[src/rtl/rsa_modexp_sched.sv]
// Job scheduler sharing one modular-exponentiation core among NREQ requesters.
// Round-robin arbitration, operand latching, exponent bit-length, core
// init/next sequencing with per-phase timeout, and result return.
//
// Handshakes: a transfer happens on a rising edge where valid and ready are
// both high. A requester keeps req_valid_i high until it sees req_ready_o
// (a one-cycle pulse). rsp_valid_o stays high with stable data/err until
// the owning requester's rsp_ready_i is sampled high.
module rsa_modexp_sched #(
  parameter int NREQ    = 4,
  parameter int DW      = 32,
  parameter int TIMEOUT = 65535
) (
  input  logic                     clk_i,
  input  logic                     rst_i,
  input  logic [NREQ-1:0]          req_valid_i,
  output logic [NREQ-1:0]          req_ready_o,
  input  logic [NREQ*DW-1:0]       req_msg_i,
  input  logic [NREQ*DW-1:0]       req_exp_i,
  input  logic [NREQ*DW-1:0]       req_mod_i,
  output logic [NREQ-1:0]          rsp_valid_o,
  input  logic [NREQ-1:0]          rsp_ready_i,
  output logic [DW-1:0]            rsp_data_o,
  output logic                     rsp_err_o,
  output logic                     core_init_o,
  output logic                     core_next_o,
  input  logic                     core_ready_i,
  output logic [DW-1:0]            core_msg_o,
  output logic [DW-1:0]            core_exp_o,
  output logic [DW-1:0]            core_mod_o,
  output logic [5:0]               core_exp_len_o,
  input  logic [DW-1:0]            core_result_i,
  output logic                     busy_o,
  output logic [$clog2(NREQ)-1:0]  grant_o,
  output logic [2:0]               dbg_state_o
);

  localparam int GW = $clog2(NREQ);
  localparam int CW = $clog2(TIMEOUT + 1);

  typedef enum logic [2:0] {
    S_IDLE      = 3'd0,
    S_INIT      = 3'd1,
    S_WAIT_INIT = 3'd2,
    S_NEXT      = 3'd3,
    S_WAIT_NEXT = 3'd4,
    S_RESP      = 3'd5
  } state_t;

  state_t          state;
  logic [GW-1:0]   ptr;
  logic [CW-1:0]   cnt;
  logic            pick_found;
  logic [GW-1:0]   pick_idx;
  logic [GW-1:0]   scan;

  logic [DW-1:0] msg_a [NREQ];
  logic [DW-1:0] exp_a [NREQ];
  logic [DW-1:0] mod_a [NREQ];

  for (genvar r = 0; r < NREQ; r++) begin : g_unpack
    assign msg_a[r] = req_msg_i[r*DW +: DW];
    assign exp_a[r] = req_exp_i[r*DW +: DW];
    assign mod_a[r] = req_mod_i[r*DW +: DW];
  end

  function automatic logic [GW-1:0] wrap_inc(input logic [GW-1:0] v);
    return (v == GW'(NREQ - 1)) ? '0 : v + 1'b1;
  endfunction

  function automatic logic [NREQ-1:0] onehot(input logic [GW-1:0] idx);
    logic [NREQ-1:0] v;
    v      = '0;
    v[idx] = 1'b1;
    return v;
  endfunction

  // Highest set bit index + 1; zero for a zero exponent.
  function automatic logic [5:0] bit_len(input logic [DW-1:0] v);
    logic [5:0] len;
    len = '0;
    for (int i = 0; i < DW; i++) begin
      if (v[i]) len = 6'(i + 1);
    end
    return len;
  endfunction

  assign dbg_state_o = state;
  // The accept cycle is still IDLE, but a job is already owned then.
  assign busy_o      = (state != S_IDLE) || (|req_ready_o);

  // Round-robin pick: first valid requester at or after ptr, wrapping.
  always_comb begin
    pick_found = 1'b0;
    pick_idx   = '0;
    scan       = ptr;
    for (int k = 0; k < NREQ; k++) begin
      if (!pick_found && req_valid_i[scan]) begin
        pick_found = 1'b1;
        pick_idx   = scan;
      end
      scan = wrap_inc(scan);
    end
  end

  // Job sequencer: grant, operand checks, core handshake, timeout, response.
  always_ff @(posedge clk_i or posedge rst_i) begin
    if (rst_i) begin
      state          <= S_IDLE;
      ptr            <= '0;
      cnt            <= '0;
      req_ready_o    <= '0;
      rsp_valid_o    <= '0;
      rsp_data_o     <= '0;
      rsp_err_o      <= 1'b0;
      core_init_o    <= 1'b0;
      core_next_o    <= 1'b0;
      core_msg_o     <= '0;
      core_exp_o     <= '0;
      core_mod_o     <= '0;
      core_exp_len_o <= '0;
      grant_o        <= '0;
    end else begin
      case (state)
        S_IDLE: begin
          if (|req_ready_o) begin
            // Accept cycle: latched operands decide core run vs. direct answer.
            req_ready_o <= '0;
            if (core_mod_o == '0) begin
              rsp_valid_o <= onehot(grant_o);
              rsp_data_o  <= '0;
              rsp_err_o   <= 1'b1;
              state       <= S_RESP;
            end else if (core_exp_o == '0) begin
              rsp_valid_o <= onehot(grant_o);
              rsp_data_o  <= (core_mod_o == DW'(1)) ? '0 : DW'(1);
              rsp_err_o   <= 1'b0;
              state       <= S_RESP;
            end else if (core_mod_o == DW'(1)) begin
              rsp_valid_o <= onehot(grant_o);
              rsp_data_o  <= '0;
              rsp_err_o   <= 1'b0;
              state       <= S_RESP;
            end else begin
              core_init_o <= 1'b1;
              state       <= S_INIT;
            end
          end else if (pick_found) begin
            req_ready_o    <= onehot(pick_idx);
            grant_o        <= pick_idx;
            ptr            <= wrap_inc(pick_idx);
            core_msg_o     <= msg_a[pick_idx];
            core_exp_o     <= exp_a[pick_idx];
            core_mod_o     <= mod_a[pick_idx];
            core_exp_len_o <= bit_len(exp_a[pick_idx]);
          end
        end
        // Pulse cycle: core_ready_i is stale here and deliberately ignored.
        S_INIT: begin
          core_init_o <= 1'b0;
          cnt         <= '0;
          state       <= S_WAIT_INIT;
        end
        S_WAIT_INIT: begin
          if (core_ready_i) begin
            core_next_o <= 1'b1;
            state       <= S_NEXT;
          end else if (cnt == CW'(TIMEOUT - 1)) begin
            rsp_valid_o <= onehot(grant_o);
            rsp_data_o  <= '0;
            rsp_err_o   <= 1'b1;
            state       <= S_RESP;
          end else begin
            cnt <= cnt + 1'b1;
          end
        end
        S_NEXT: begin
          core_next_o <= 1'b0;
          cnt         <= '0;
          state       <= S_WAIT_NEXT;
        end
        S_WAIT_NEXT: begin
          if (core_ready_i) begin
            rsp_valid_o <= onehot(grant_o);
            rsp_data_o  <= core_result_i;
            rsp_err_o   <= 1'b0;
            state       <= S_RESP;
          end else if (cnt == CW'(TIMEOUT - 1)) begin
            rsp_valid_o <= onehot(grant_o);
            rsp_data_o  <= '0;
            rsp_err_o   <= 1'b1;
            state       <= S_RESP;
          end else begin
            cnt <= cnt + 1'b1;
          end
        end
        // Only the owner's rsp_ready_i completes the response.
        S_RESP: begin
          if (rsp_ready_i[grant_o]) begin
            rsp_valid_o <= '0;
            rsp_data_o  <= '0;
            rsp_err_o   <= 1'b0;
            state       <= S_IDLE;
          end
        end
        default: state <= S_IDLE;
      endcase
    end
  end

endmodule

[config.mk]
export PLATFORM = sky130hd
export DESIGN_NAME = rsa_modexp_sched
export DESIGN_NICKNAME = d
export VERILOG_FILES = /design/src/rtl/rsa_modexp_sched.sv
export SDC_FILE = /design/constraint.sdc
export NUM_CORES = 1
export LEC_CHECK = 0
export CAP_MARGIN = 20
export CORE_AREA = 2 2 227 229
export DETAILED_ROUTE_END_ITERATION = 8
export DIE_AREA = 0 0 229 231
export PLACE_DENSITY = 0.58
export SYNTH_ARGS = -nofsm -noshare
export SYNTH_HDL_FRONTEND = slang
export SYNTH_SLANG_ARGS = --single-unit
export TNS_END_PERCENT = 10
[constraint.sdc]
create_clock -name clk_i -period 16.7 [get_ports clk_i]
set_clock_uncertainty 0.05 [all_clocks]
set_input_delay 5.01 -clock clk_i [delete_from_list [all_inputs] [get_ports clk_i]]
set_output_delay 5.01 -clock clk_i [all_outputs]
set_load 0.05 [all_outputs]
==> metrics <==
outcome finished clean; initial DRC count 1088; synth top area cells dfrtp_1 (37%), nand2_1 (16%), nand3_1 (9.4%), o21ai_0 (3.0%), a22o_1 (2.9%); Die Wd 229 um; DR WL/cell 20.9 um; max-slew violation count 0; Nets 2462; Pre-antenna DRT Iters 5; crit path from req_valid_i[3]; Avg Synthesized Cell Area 7.43 um^2; multiplexer share of the synthesized area 4.12%; Max IR drop VDD 0.000150 V; critical path class in2reg; pre-CTS setup slack 5.67 ns; via count 13800; worst hold start core_msg_o[21]; IO Count 578; YS warnings 0; P&R area growth vs syn 60.3%; Fin. Hold Viols 0; Max clock buf depth 2; Async S/R FF share, synth 100%; Cell Pwr Density 234 mW/mm^2; layout cells sized above 1 4.61%; initial antenna violation count 3; clock latency on the worst-skew pair 0.45 ns; gpl congestion 0.970; met2 usage 34.3%; DRC 0; post-synth net total 1971; max_cap viols 0; busiest metal layer after global routing met2; worst reg2reg startpoint ptr[0]; Final ANT Viol Nets 0; number of flops mapped to enable cells by yosys 0; number of setup buffers added after CTS 0; Core Region 0.0507 mm^2; Filler Cell Count 5388; Max-Slew Margin vs Limit 36.0%; DP Area 0.0177 mm^2; post-synthesis compound-gate area fraction 16.7%; Final setup viols 0; Post-synth top cells nand2_1 (486), nand3_1 (215), dfrtp_1 (167); vias in the first global route 13300; met3 Usage GRT 5.10%; Final Cell Area 0.0183 mm^2; post-synth top area share 36.6%; I/O Buffers 577; simple-gate portion of the synthesized area 36.3%; main combinational cell family by area after synthesis simple AND/OR/NAND/NOR gates; Pleak 7.61 nW; min cycle time layout 10.72 ns; floorplan die area 0.0529 mm^2; # hold bufs at CTS 0; Detailed Route WL 56800 um; overflow left after global routing 0; HP Class reg2reg; RSZ-0062 raised after global routing false; Post-Syn Area 0.0114 mm^2; crit path DAT 11.03 ns; largest net degree at the start of global routing 102; Worst Path Max Fanout 63; Root Buffer clkbuf_16; crit path setup slack, layout 5.98 ns; top-count cell post-synth nand2_1; fmax 0.0933 GHz; top_reg_cell synth dfrtp_1; Critical Path End Type flip-flop; total CTS buffers 17; CTS Sinks 167; xor and xnor area share after synthesis 0.307%; first-pass GRT wire length 84200 um; Setup crit start kind primary input; Post-Synth Adder-Cell Area 0.766%; Design Power 4.28 mW; # H-tree levels 4; Post-CTS Resized 0; Initial Utilization 22.5%; sequential share of the synthesized area 36.6%; fin crit share 64.2%; num rows 83; Worst EP required 17.02 ns; cell taking the most area after synthesis dfrtp_1; CTS tree built; Seq cells post-synth 167; Die H 231 um; Netlist cell types 75; Least-Margin Pin Slew 0.961 ns; Reg clk slew, reported paths 0.07 ns; grt met1 use 26.8%; vias per inst 5.05; Min Hold Slack 0.423 ns; gate count after technology mapping 1537; DPL Wire Length 44300 um; TNS Setup 0 ns; Overall Global Routing Usage 20.8%
==> routing by layer <==
layer | part of all wire, % | routed length (um)
met5 | 0.028 | 16
met4 | 2.7 | 1560
met3 | 7.5 | 4280
met2 | 48 | 27400
met1 | 42 | 23600
==> flip-flops by register name (all words and copies together) (netlist names) <==
name,cells
dbg_state_o,3
grant_o,2
core_next_o,1
rsp_data_o,32
core_init_o,1
ptr,2
rsp_valid_o,4
core_msg_o,32
rsp_err_o,1
core_exp_o,32
req_ready_o,4
core_mod_o,32
cnt,16
core_exp_len_o,5
==> layout by cell type (no fill, tap or decap), types with 19 or more instances in the layout <==
cell type / netlist / routed
inv_1: 20 / 19
nor2_1: 50 / 50
o21ai_0: 68 / 68
nor4_1: 37 / 37
o211ai_1: 23 / 23
clkdlybuf4s50_1: 0 / 577
a22o_1: 38 / 38
nand3_1: 215 / 215
dfrtp_1: 167 / 166
nor3_1: 41 / 40
nand2_1: 486 / 486
==> logic make-up (layout without fill, tap and decap cells) <==
| family | Yosys count | after routing |
|---|---|---|
| buffers and inverters | 144 | 648 |
| xor gates and xnor gates | 4 | 4 |
| other | 0 | 1 |
| DFF | 167 | 167 |
| muxes | 32 | 32 |
| adders and majority gates | 7 | 7 |
| AOI/OAI and AO/OA | 262 | 262 |
| and+or+nand+nor | 921 | 921 |
==> worst paths after layout <==
check                                     to  slack (ns)  cells after the start
max                        core_exp_len_o[2]        5.98                     12
min                           core_msg_o[21]        0.42                      2
max reg2reg                core_exp_len_o[2]       10.23                     13
min reg2reg                   core_msg_o[21]        0.42                      2
max in group asynchronous     core_mod_o[11]        9.92                      3
min in group asynchronous     core_mod_o[15]        5.04                      2
==> cell type report <==
class	count	area, um^2	area share (%)
Tap cell	680	851	4.65
Clock inverter	14	156	0.854
Inverter	22	95.1	0.519
Multi-Input combinational cell	1226	6690	36.5
Timing Repair Buffer	594	5900	32.2
Sequential cell	167	4180	22.8
Antenna cell	1	2.50	0.0137
Clock buffer	18	439	2.40
==> worst max-delay path: stages <==
cell,delay [ns]
clkdlybuf4s50_1,0.66
mux4_2,0.67
or3_1,0.69
nor2_1,0.71
nor2_4,0.25
inv_4,0.50
buf_4,0.70
mux4_2,0.67
o21bai_1,0.22
or4_1,0.48
o221a_1,0.23
o21ai_1,0.14
==> where the power goes <==
| group | internal, mW | leakage, nW | switching, mW | total [mW] |
|---|---|---|---|---|
| combinational | 0.995 | 5.20 | 2.14 | 3.13 |
| clock | 0.217 | 0.287 | 0.191 | 0.408 |
| sequential | 0.576 | 2.12 | 0.163 | 0.739 |
| total | 1.79 | 7.61 | 2.49 | 4.28 |
==> metrics by stage <==
stage                     instances  utilization [%]
after CTS                      2721             36.1
final                          2722             36.1
after detailed placement       2689             35.0
after global placement         2689             35.0
after floorplan                1537                -
after global routing           2722             36.1
(Power assumes the default switching activity.)
